## src/rtl/ctx_stack_pkg.sv

```systemverilog
// Shared types and elaboration helpers for the multi-context traversal stack.
package ctx_stack_pkg;

    localparam int DEF_DATA_WIDTH = 8;
    localparam int DEF_DEPTH      = 128;
    localparam int DEF_NUM_CTX    = 4;
    localparam int DEF_PTR_W      = $clog2(DEF_DEPTH);
    localparam int DEF_CNT_W      = $clog2(DEF_DEPTH + 1);
    localparam int DEF_CTX_W      = (DEF_NUM_CTX > 1) ? $clog2(DEF_NUM_CTX) : 1;

    typedef logic [DEF_CTX_W-1:0]      ctx_t;
    typedef logic [DEF_PTR_W-1:0]      ptr_t;
    typedef logic [DEF_CNT_W-1:0]      cnt_t;
    typedef logic [DEF_DATA_WIDTH-1:0] data_t;

    function automatic int ctx_width(input int n);
        return (n > 1) ? $clog2(n) : 1;
    endfunction

    function automatic bit is_pow2(input int n);
        return (n > 0) && ((n & (n - 1)) == 0);
    endfunction

    function automatic logic [DEF_CTX_W+DEF_PTR_W-1:0] addr(input ctx_t c, input ptr_t p);
        return {c, p};
    endfunction

endpackage

```

## src/rtl/ctx_stack_if.sv

```systemverilog
// Request/response bundle between traversal FSMs (master) and ctx_stack (slave).
interface ctx_stack_if
    import ctx_stack_pkg::*;
#(
    parameter int DATA_WIDTH = DEF_DATA_WIDTH,
    parameter int DEPTH      = DEF_DEPTH,
    parameter int NUM_CTX    = DEF_NUM_CTX
) ();
    localparam int CTX_W = ctx_width(NUM_CTX);
    localparam int CNT_W = $clog2(DEPTH + 1);

    logic                     push_valid;
    logic                     push_ready;
    logic [CTX_W-1:0]         push_ctx;
    logic [DATA_WIDTH-1:0]    push_data;
    logic                     pop_valid;
    logic                     pop_ready;
    logic [CTX_W-1:0]         pop_ctx;
    logic                     pop_resp_valid;
    logic [CTX_W-1:0]         pop_resp_ctx;
    logic [DATA_WIDTH-1:0]    pop_resp_data;
    logic                     flush_valid;
    logic [CTX_W-1:0]         flush_ctx;
    logic [NUM_CTX*CNT_W-1:0] count;
    logic [NUM_CTX-1:0]       full;
    logic [NUM_CTX-1:0]       empty;

    modport master (
        output push_valid, push_ctx, push_data, pop_valid, pop_ctx, flush_valid, flush_ctx,
        input  push_ready, pop_ready, pop_resp_valid, pop_resp_ctx, pop_resp_data,
               count, full, empty
    );

    modport slave (
        input  push_valid, push_ctx, push_data, pop_valid, pop_ctx, flush_valid, flush_ctx,
        output push_ready, pop_ready, pop_resp_valid, pop_resp_ctx, pop_resp_data,
               count, full, empty
    );
endinterface

```

## src/rtl/ctx_stack_ram.sv

```systemverilog
// Simple dual-port RAM, one write port and one registered read-first read port.
module ctx_stack_ram #(
    parameter int DATA_WIDTH = 8,
    parameter int ADDR_W     = 9
) (
    input  logic                  clk,
    input  logic                  reset,
    input  logic                  we,
    input  logic [ADDR_W-1:0]     waddr,
    input  logic [DATA_WIDTH-1:0] wdata,
    input  logic                  re,
    input  logic [ADDR_W-1:0]     raddr,
    output logic [DATA_WIDTH-1:0] rdata
);
    logic [DATA_WIDTH-1:0] mem [2**ADDR_W];

    always_ff @(posedge clk) begin
        if (we) mem[waddr] <= wdata;
    end

    // Non-blocking read of the pre-write contents gives read-first on collision;
    // the output register reset maps onto the BRAM output-latch reset.
    always_ff @(posedge clk) begin
        if (reset)   rdata <= '0;
        else if (re) rdata <= mem[raddr];
    end
endmodule

```

## src/rtl/ctx_stack.sv

```systemverilog
// Multi-context LIFO: NUM_CTX stacks partitioned in one RAM, with replace-top and per-context flush.
module ctx_stack
    import ctx_stack_pkg::*;
#(
    parameter int DATA_WIDTH = DEF_DATA_WIDTH,
    parameter int DEPTH      = DEF_DEPTH,
    parameter int NUM_CTX    = DEF_NUM_CTX
) (
    input  logic       clk,
    input  logic       reset,
    ctx_stack_if.slave bus
);
    localparam int PTR_W = $clog2(DEPTH);
    localparam int CNT_W = $clog2(DEPTH + 1);
    localparam int CTX_W = ctx_width(NUM_CTX);
    localparam int AW    = CTX_W + PTR_W;

    if (!is_pow2(DEPTH)) begin : g_depth_chk
        $error("ctx_stack: DEPTH must be a power of two");
    end
    if (NUM_CTX < 1) begin : g_ctx_chk
        $error("ctx_stack: NUM_CTX must be at least 1");
    end

    logic [NUM_CTX-1:0][CNT_W-1:0] cnt, cnt_nxt;
    logic [PTR_W-1:0] pop_ptr, push_ptr;
    logic             pop_fire, push_fire, replace;
    logic             resp_valid;
    logic [CTX_W-1:0] resp_ctx;

    for (genvar i = 0; i < NUM_CTX; i++) begin : g_flags
        assign bus.full[i]  = (cnt[i] == CNT_W'(DEPTH));
        assign bus.empty[i] = (cnt[i] == '0);
    end
    assign bus.count = cnt;

    assign bus.pop_ready  = !bus.empty[bus.pop_ctx] &&
                            !(bus.flush_valid && bus.flush_ctx == bus.pop_ctx);
    assign pop_fire       = bus.pop_valid && bus.pop_ready;
    // A full context can still take a push when the same-cycle pop frees its top slot.
    assign bus.push_ready = !(bus.flush_valid && bus.flush_ctx == bus.push_ctx) &&
                            (!bus.full[bus.push_ctx] || (pop_fire && bus.pop_ctx == bus.push_ctx));
    assign push_fire      = bus.push_valid && bus.push_ready;
    assign replace        = push_fire && pop_fire && (bus.push_ctx == bus.pop_ctx);

    assign pop_ptr  = PTR_W'(cnt[bus.pop_ctx] - CNT_W'(1));
    assign push_ptr = replace ? pop_ptr : PTR_W'(cnt[bus.push_ctx]);

    always_comb begin
        cnt_nxt = cnt;
        for (int i = 0; i < NUM_CTX; i++) begin
            if (bus.flush_valid && bus.flush_ctx == CTX_W'(i)) begin
                cnt_nxt[i] = '0;
            end else begin
                if (push_fire && !replace && bus.push_ctx == CTX_W'(i))
                    cnt_nxt[i] = cnt_nxt[i] + CNT_W'(1);
                if (pop_fire && !replace && bus.pop_ctx == CTX_W'(i))
                    cnt_nxt[i] = cnt_nxt[i] - CNT_W'(1);
            end
        end
    end

    always_ff @(posedge clk) begin
        if (reset) begin
            cnt        <= '0;
            resp_valid <= 1'b0;
            resp_ctx   <= '0;
        end else begin
            cnt        <= cnt_nxt;
            resp_valid <= pop_fire;
            if (pop_fire) resp_ctx <= bus.pop_ctx;
        end
    end

    assign bus.pop_resp_valid = resp_valid;
    assign bus.pop_resp_ctx   = resp_ctx;

    ctx_stack_ram #(
        .DATA_WIDTH (DATA_WIDTH),
        .ADDR_W     (AW)
    ) u_ram (
        .clk   (clk),
        .reset (reset),
        .we    (push_fire),
        .waddr ({bus.push_ctx, push_ptr}),
        .wdata (bus.push_data),
        .re    (pop_fire),
        .raddr ({bus.pop_ctx, pop_ptr}),
        .rdata (bus.pop_resp_data)
    );
endmodule

```

## src/flat_wrapper.sv

```systemverilog
// flat-port wrapper written by rule: the top's interface ports become plain ports
module ctx_stack_flat import ctx_stack_pkg::*;
#(
    parameter int DATA_WIDTH = DEF_DATA_WIDTH,
    parameter int DEPTH      = DEF_DEPTH,
    parameter int NUM_CTX    = DEF_NUM_CTX
)
  (clk, reset, bus_push_valid, bus_push_ctx, bus_push_data, bus_pop_valid, bus_pop_ctx, bus_flush_valid, bus_flush_ctx, bus_push_ready, bus_pop_ready, bus_pop_resp_valid, bus_pop_resp_ctx, bus_pop_resp_data, bus_count, bus_full, bus_empty);
  ctx_stack_if #(.DATA_WIDTH(DATA_WIDTH), .DEPTH(DEPTH), .NUM_CTX(NUM_CTX)) bus_i ();
  input  logic clk;
  input  logic reset;
  input wire logic [$bits(bus_i.push_valid)-1:0] bus_push_valid;
  input wire logic [$bits(bus_i.push_ctx)-1:0] bus_push_ctx;
  input wire logic [$bits(bus_i.push_data)-1:0] bus_push_data;
  input wire logic [$bits(bus_i.pop_valid)-1:0] bus_pop_valid;
  input wire logic [$bits(bus_i.pop_ctx)-1:0] bus_pop_ctx;
  input wire logic [$bits(bus_i.flush_valid)-1:0] bus_flush_valid;
  input wire logic [$bits(bus_i.flush_ctx)-1:0] bus_flush_ctx;
  output wire logic [$bits(bus_i.push_ready)-1:0] bus_push_ready;
  output wire logic [$bits(bus_i.pop_ready)-1:0] bus_pop_ready;
  output wire logic [$bits(bus_i.pop_resp_valid)-1:0] bus_pop_resp_valid;
  output wire logic [$bits(bus_i.pop_resp_ctx)-1:0] bus_pop_resp_ctx;
  output wire logic [$bits(bus_i.pop_resp_data)-1:0] bus_pop_resp_data;
  output wire logic [$bits(bus_i.count)-1:0] bus_count;
  output wire logic [$bits(bus_i.full)-1:0] bus_full;
  output wire logic [$bits(bus_i.empty)-1:0] bus_empty;
  assign bus_i.push_valid = bus_push_valid;
  assign bus_i.push_ctx = bus_push_ctx;
  assign bus_i.push_data = bus_push_data;
  assign bus_i.pop_valid = bus_pop_valid;
  assign bus_i.pop_ctx = bus_pop_ctx;
  assign bus_i.flush_valid = bus_flush_valid;
  assign bus_i.flush_ctx = bus_flush_ctx;
  assign bus_push_ready = bus_i.push_ready;
  assign bus_pop_ready = bus_i.pop_ready;
  assign bus_pop_resp_valid = bus_i.pop_resp_valid;
  assign bus_pop_resp_ctx = bus_i.pop_resp_ctx;
  assign bus_pop_resp_data = bus_i.pop_resp_data;
  assign bus_count = bus_i.count;
  assign bus_full = bus_i.full;
  assign bus_empty = bus_i.empty;
  ctx_stack #(.DATA_WIDTH(DATA_WIDTH), .DEPTH(DEPTH), .NUM_CTX(NUM_CTX)) u_core (.clk(clk), .reset(reset), .bus(bus_i));
endmodule
```

## config.mk

```make
export PLATFORM = sky130hd
export DESIGN_NAME = ctx_stack_flat
export DESIGN_NICKNAME = d
export VERILOG_FILES = /design/src/rtl/ctx_stack_pkg.sv /design/src/rtl/ctx_stack_if.sv /design/src/rtl/ctx_stack_ram.sv /design/src/rtl/ctx_stack.sv /design/src/flat_wrapper.sv
export SDC_FILE = /design/constraint.sdc
export NUM_CORES = 2
export LEC_CHECK = 0
export CORE_MARGIN = 2
export CORE_UTILIZATION = 57
export CTS_CLUSTER_DIAMETER = 150
export DETAILED_ROUTE_END_ITERATION = 10
export PLACE_DENSITY = 0.76
export SYNTH_ARGS = -nofsm -noshare
export SYNTH_HDL_FRONTEND = slang
export SYNTH_SLANG_ARGS = --single-unit
```

## constraint.sdc

```tcl
create_clock -name clk -period 6.1 [get_ports clk]
set_input_delay 0.915 -clock clk [delete_from_list [all_inputs] [get_ports clk]]
set_output_delay 0.915 -clock clk [all_outputs]
set_load 0.05 [all_outputs]
```

==> out/qor.csv <==
metric,value,unit
status,completed,
Total Routing Usage GR,30.1,%
Die ar.,292000,µm²
Syn Area/Cell,16.1,µm²
share of power burned in the clock network,38.1,%
Final min period,5.55,ns
Worst Setup EP,u_core.u_ram.rdata[0],
final period utilization,91.0,%
type of the tightest min-delay check,in2reg,
Buffers on Ports,71,
CTS Hold Bufs,0,
Die W,541,µm
RSZ-0062 raised after global routing,no,
asr flop ratio synth,0,%
max_cap viols,0,
worst vdd ir,292,µV
Die Ht,541,µm
Rows,197,
number of global-route vias before repair,97200,
clk buf depth,4,
worst-path fanout max,29,
initial DRC count,16000,
fin. max-slew vios,0,
Relative slew margins,8.76,%
critical path's slowest cell,o41ai_1,
Worst path depth,15,
met3 wire length,59.5,mm
# resized after CTS,0,
synthesis-to-layout area growth,14.0,%
drt first pass iters,9,
CTS Buf Count,396,
Post-Syn Nets,10200,
Syn. warnings,0,
H-Tree Level Count,5,
Syn Std Cell Area,164000,µm²
"delay-heaviest family, CP",compound AO/OA/AOI/OAI gates,
Placed Cells incl. Taps,14200,
Post-DRT Antenna Nets,0,
Worst R2R End,u_core.u_ram.rdata[0],
Initial Utilization,57.1,%
core area,287000,µm²
Root Driver,clkbuf_16,
RD Place Congestion,0.908,
final WL,449,mm
largest net degree at the start of global routing,196,
FF-to-FF Start,u_core.bus.count[0],
"setup slack, reg-to-reg",0.57,ns
number of synthesized flops with an enable pin,4096,
fill count,18600,
most frequent cells in the layout,"edfxtp_1 (4,096), nand2_1 (1,576), mux2i_1 (763)",
P_int,47700,µW
switching part of the total,25.4,%
Leak,0.0596,µW
Netlist cell types,84,
pwr/cell area,342,nW/µm²
Worst EP arrival,6.34,ns
fraction of layout cells with a size suffix above 1,16.0,%
global-route wire length before repair,650,mm
antenna violations before repair,20,
R2R cell count,13,
vias,99500,
M1 WL,159,mm
Clock transition at path regs,0.07,ns
sequential-to-total area share from yosys stat,75.4,%
pre-CTS WS,-0.355,ns
CP required,6.89,ns
Most Frequent Cell on Critical Path,inv_8,
# DRC,0,
Seq pwr share,49.0,%
fin worst setup slack,0.549,ns
CTS tree,done,
Power Total,64000,µW
Layout Cells excl Fill,14900,
grt ovf,0,
# IOs,72,
Switch Pwr,16200,µW
Via-to-Cell Ratio,6.69,
DR WL met2,208,mm
CP Class,in2reg,
Final Hold Viols,0,
Worst setup EP type,register,
Final Setup Violations,0,
clk sink count,4139,
DR WL/cell,30.1,µm
Worst Tran Pin Value,1.37,ns
Final nets,10800,
Skew-Pair Late Insertion Delay,0.93,ns
final core occ,65.1,%
CP startpoint kind,primary input,
Worst Setup SP,bus_pop_ctx[1],
highest metal used,met5,
Gate power share,12.9,%
prevailing post-synth register cell,edfxtp_1,
worst clock skew,0.0641,ns
post-synthesis cell count,10200,
"critical path, cell by cell","clkdlybuf4s50_1, mux4_4, inv_8, ha_4, inv_8, buf_12, mux4_2, nand2_1, a21oi_1, a31oi_1, nor2_1, o311a_1, o41ai_1, buf_4, a41oi_1",
Seq cells post-synth,4139,
Post-CTS Setup Repair Bufs,0,
post-DP HPWL,266,mm
fmax,180,MHz
Critical path buffers and inverters,5,
"most common cell after layout, fill and taps aside",edfxtp_1,
Worst path max stage delay,1.02,ns
==> worst min path at each step <==
stage / start / end / slack [ns] / cells after the start
after floorplan: u_core.bus.pop_resp_ctx[0] / u_core.bus.pop_resp_ctx[0] / 0.68 / 2
after CTS: bus_push_data[3] / u_core.u_ram.mem[186][3] / 0.36 / 1
after global routing: bus_push_data[3] / u_core.u_ram.mem[187][3] / 0.38 / 1
after detailed placement: u_core.u_ram.rdata[3] / u_core.u_ram.rdata[3] / 0.53 / 2
final: bus_push_data[3] / u_core.u_ram.mem[186][3] / 0.39 / 1
after global placement: u_core.u_ram.rdata[3] / u_core.u_ram.rdata[3] / 0.54 / 2
==> final cells by class <==
type	count	area [µm²]	area share, %
Antenna cell	7	17.5	0.00936
Tap cell	3781	4730	2.53
Clock buffer	494	10500	5.61
Inverter	31	131	0.0702
Clock inverter	231	2320	1.24
Multi-Input combinational cell	5315	37500	20.0
Timing Repair Buffer	891	8170	4.36
Sequential cell	4139	124000	66.2
==> cell families after synthesis <==
family,count (synthesis),share of synthesized area [%]
AOI/OAI and AO/OA,1024,5.04
xor gates and xnor gates,57,0.322
adders and majority gates,13,0.0990
buffers and inverters,741,1.91
DFF,4139,75.4
muxes,1089,9.10
and+or+nand+nor,3132,8.11
==> Yosys cell counts, types with 21 or more instances <==
cell | n | share of area, %
a211oi_1 | 21 | 0.096
a21oi_1 | 115 | 0.35
a221o_1 | 56 | 0.34
a221oi_1 | 58 | 0.31
a311oi_1 | 40 | 0.21
a31oi_1 | 58 | 0.22
a32o_1 | 24 | 0.15
a32oi_1 | 405 | 2.2
and2_1 | 21 | 0.080
and3_1 | 39 | 0.15
buf_1 | 161 | 0.37
buf_2 | 254 | 0.77
clkbuf_1 | 286 | 0.65
dfxtp_1 | 43 | 0.52
edfxtp_1 | 4096 | 75
inv_1 | 30 | 0.069
mux2i_1 | 763 | 4.7
mux4_2 | 323 | 4.4
nand2_1 | 1587 | 3.6
nand3_1 | 512 | 1.6
nand4_1 | 129 | 0.49
nor2_1 | 698 | 1.6
nor3_1 | 34 | 0.10
o2111ai_1 | 27 | 0.14
o21ai_0 | 37 | 0.11
xnor2_1 | 40 | 0.21
==> registers in the layout, indices dropped and copies added, names as in the netlist <==
register,cells
u_core.bus.count,32
u_core.bus.pop_resp_ctx,2
u_core.bus.pop_resp_valid,1
u_core.u_ram.mem,4096
u_core.u_ram.rdata,8
==> per-layer routing <==
layer  vias up  GRT usage, %
met2      7542          46.5
met3      1221          7.65
met1     49700          40.8
li1      41000             -
met4        22          13.3
met5         -             0
==> stage by stage <==
step	hold WS [ns]	TNS [ns]	instance area, µm²
2_1_floorplan	0.677	0	164000
3_3_place_gp	0.540	-0.725	174000
3_5_place_dp	0.529	-0.890	174000
4_1_cts	0.361	0	187000
5_1_grt	0.382	0	187000
6_report	0.386	0	187000
==> power by group through the flow <==
stage / logic (µW) / registers [µW] / clock network (µW)
floorplan: 4340 / 32000 / 0
CTS: 7990 / 31300 / 24500
finish: 8230 / 31300 / 24400
global placement: 7780 / 31900 / 0
detailed placement: 7910 / 31900 / 0
global route: 8460 / 31300 / 25500
Power figures use the tool's default switching activity.
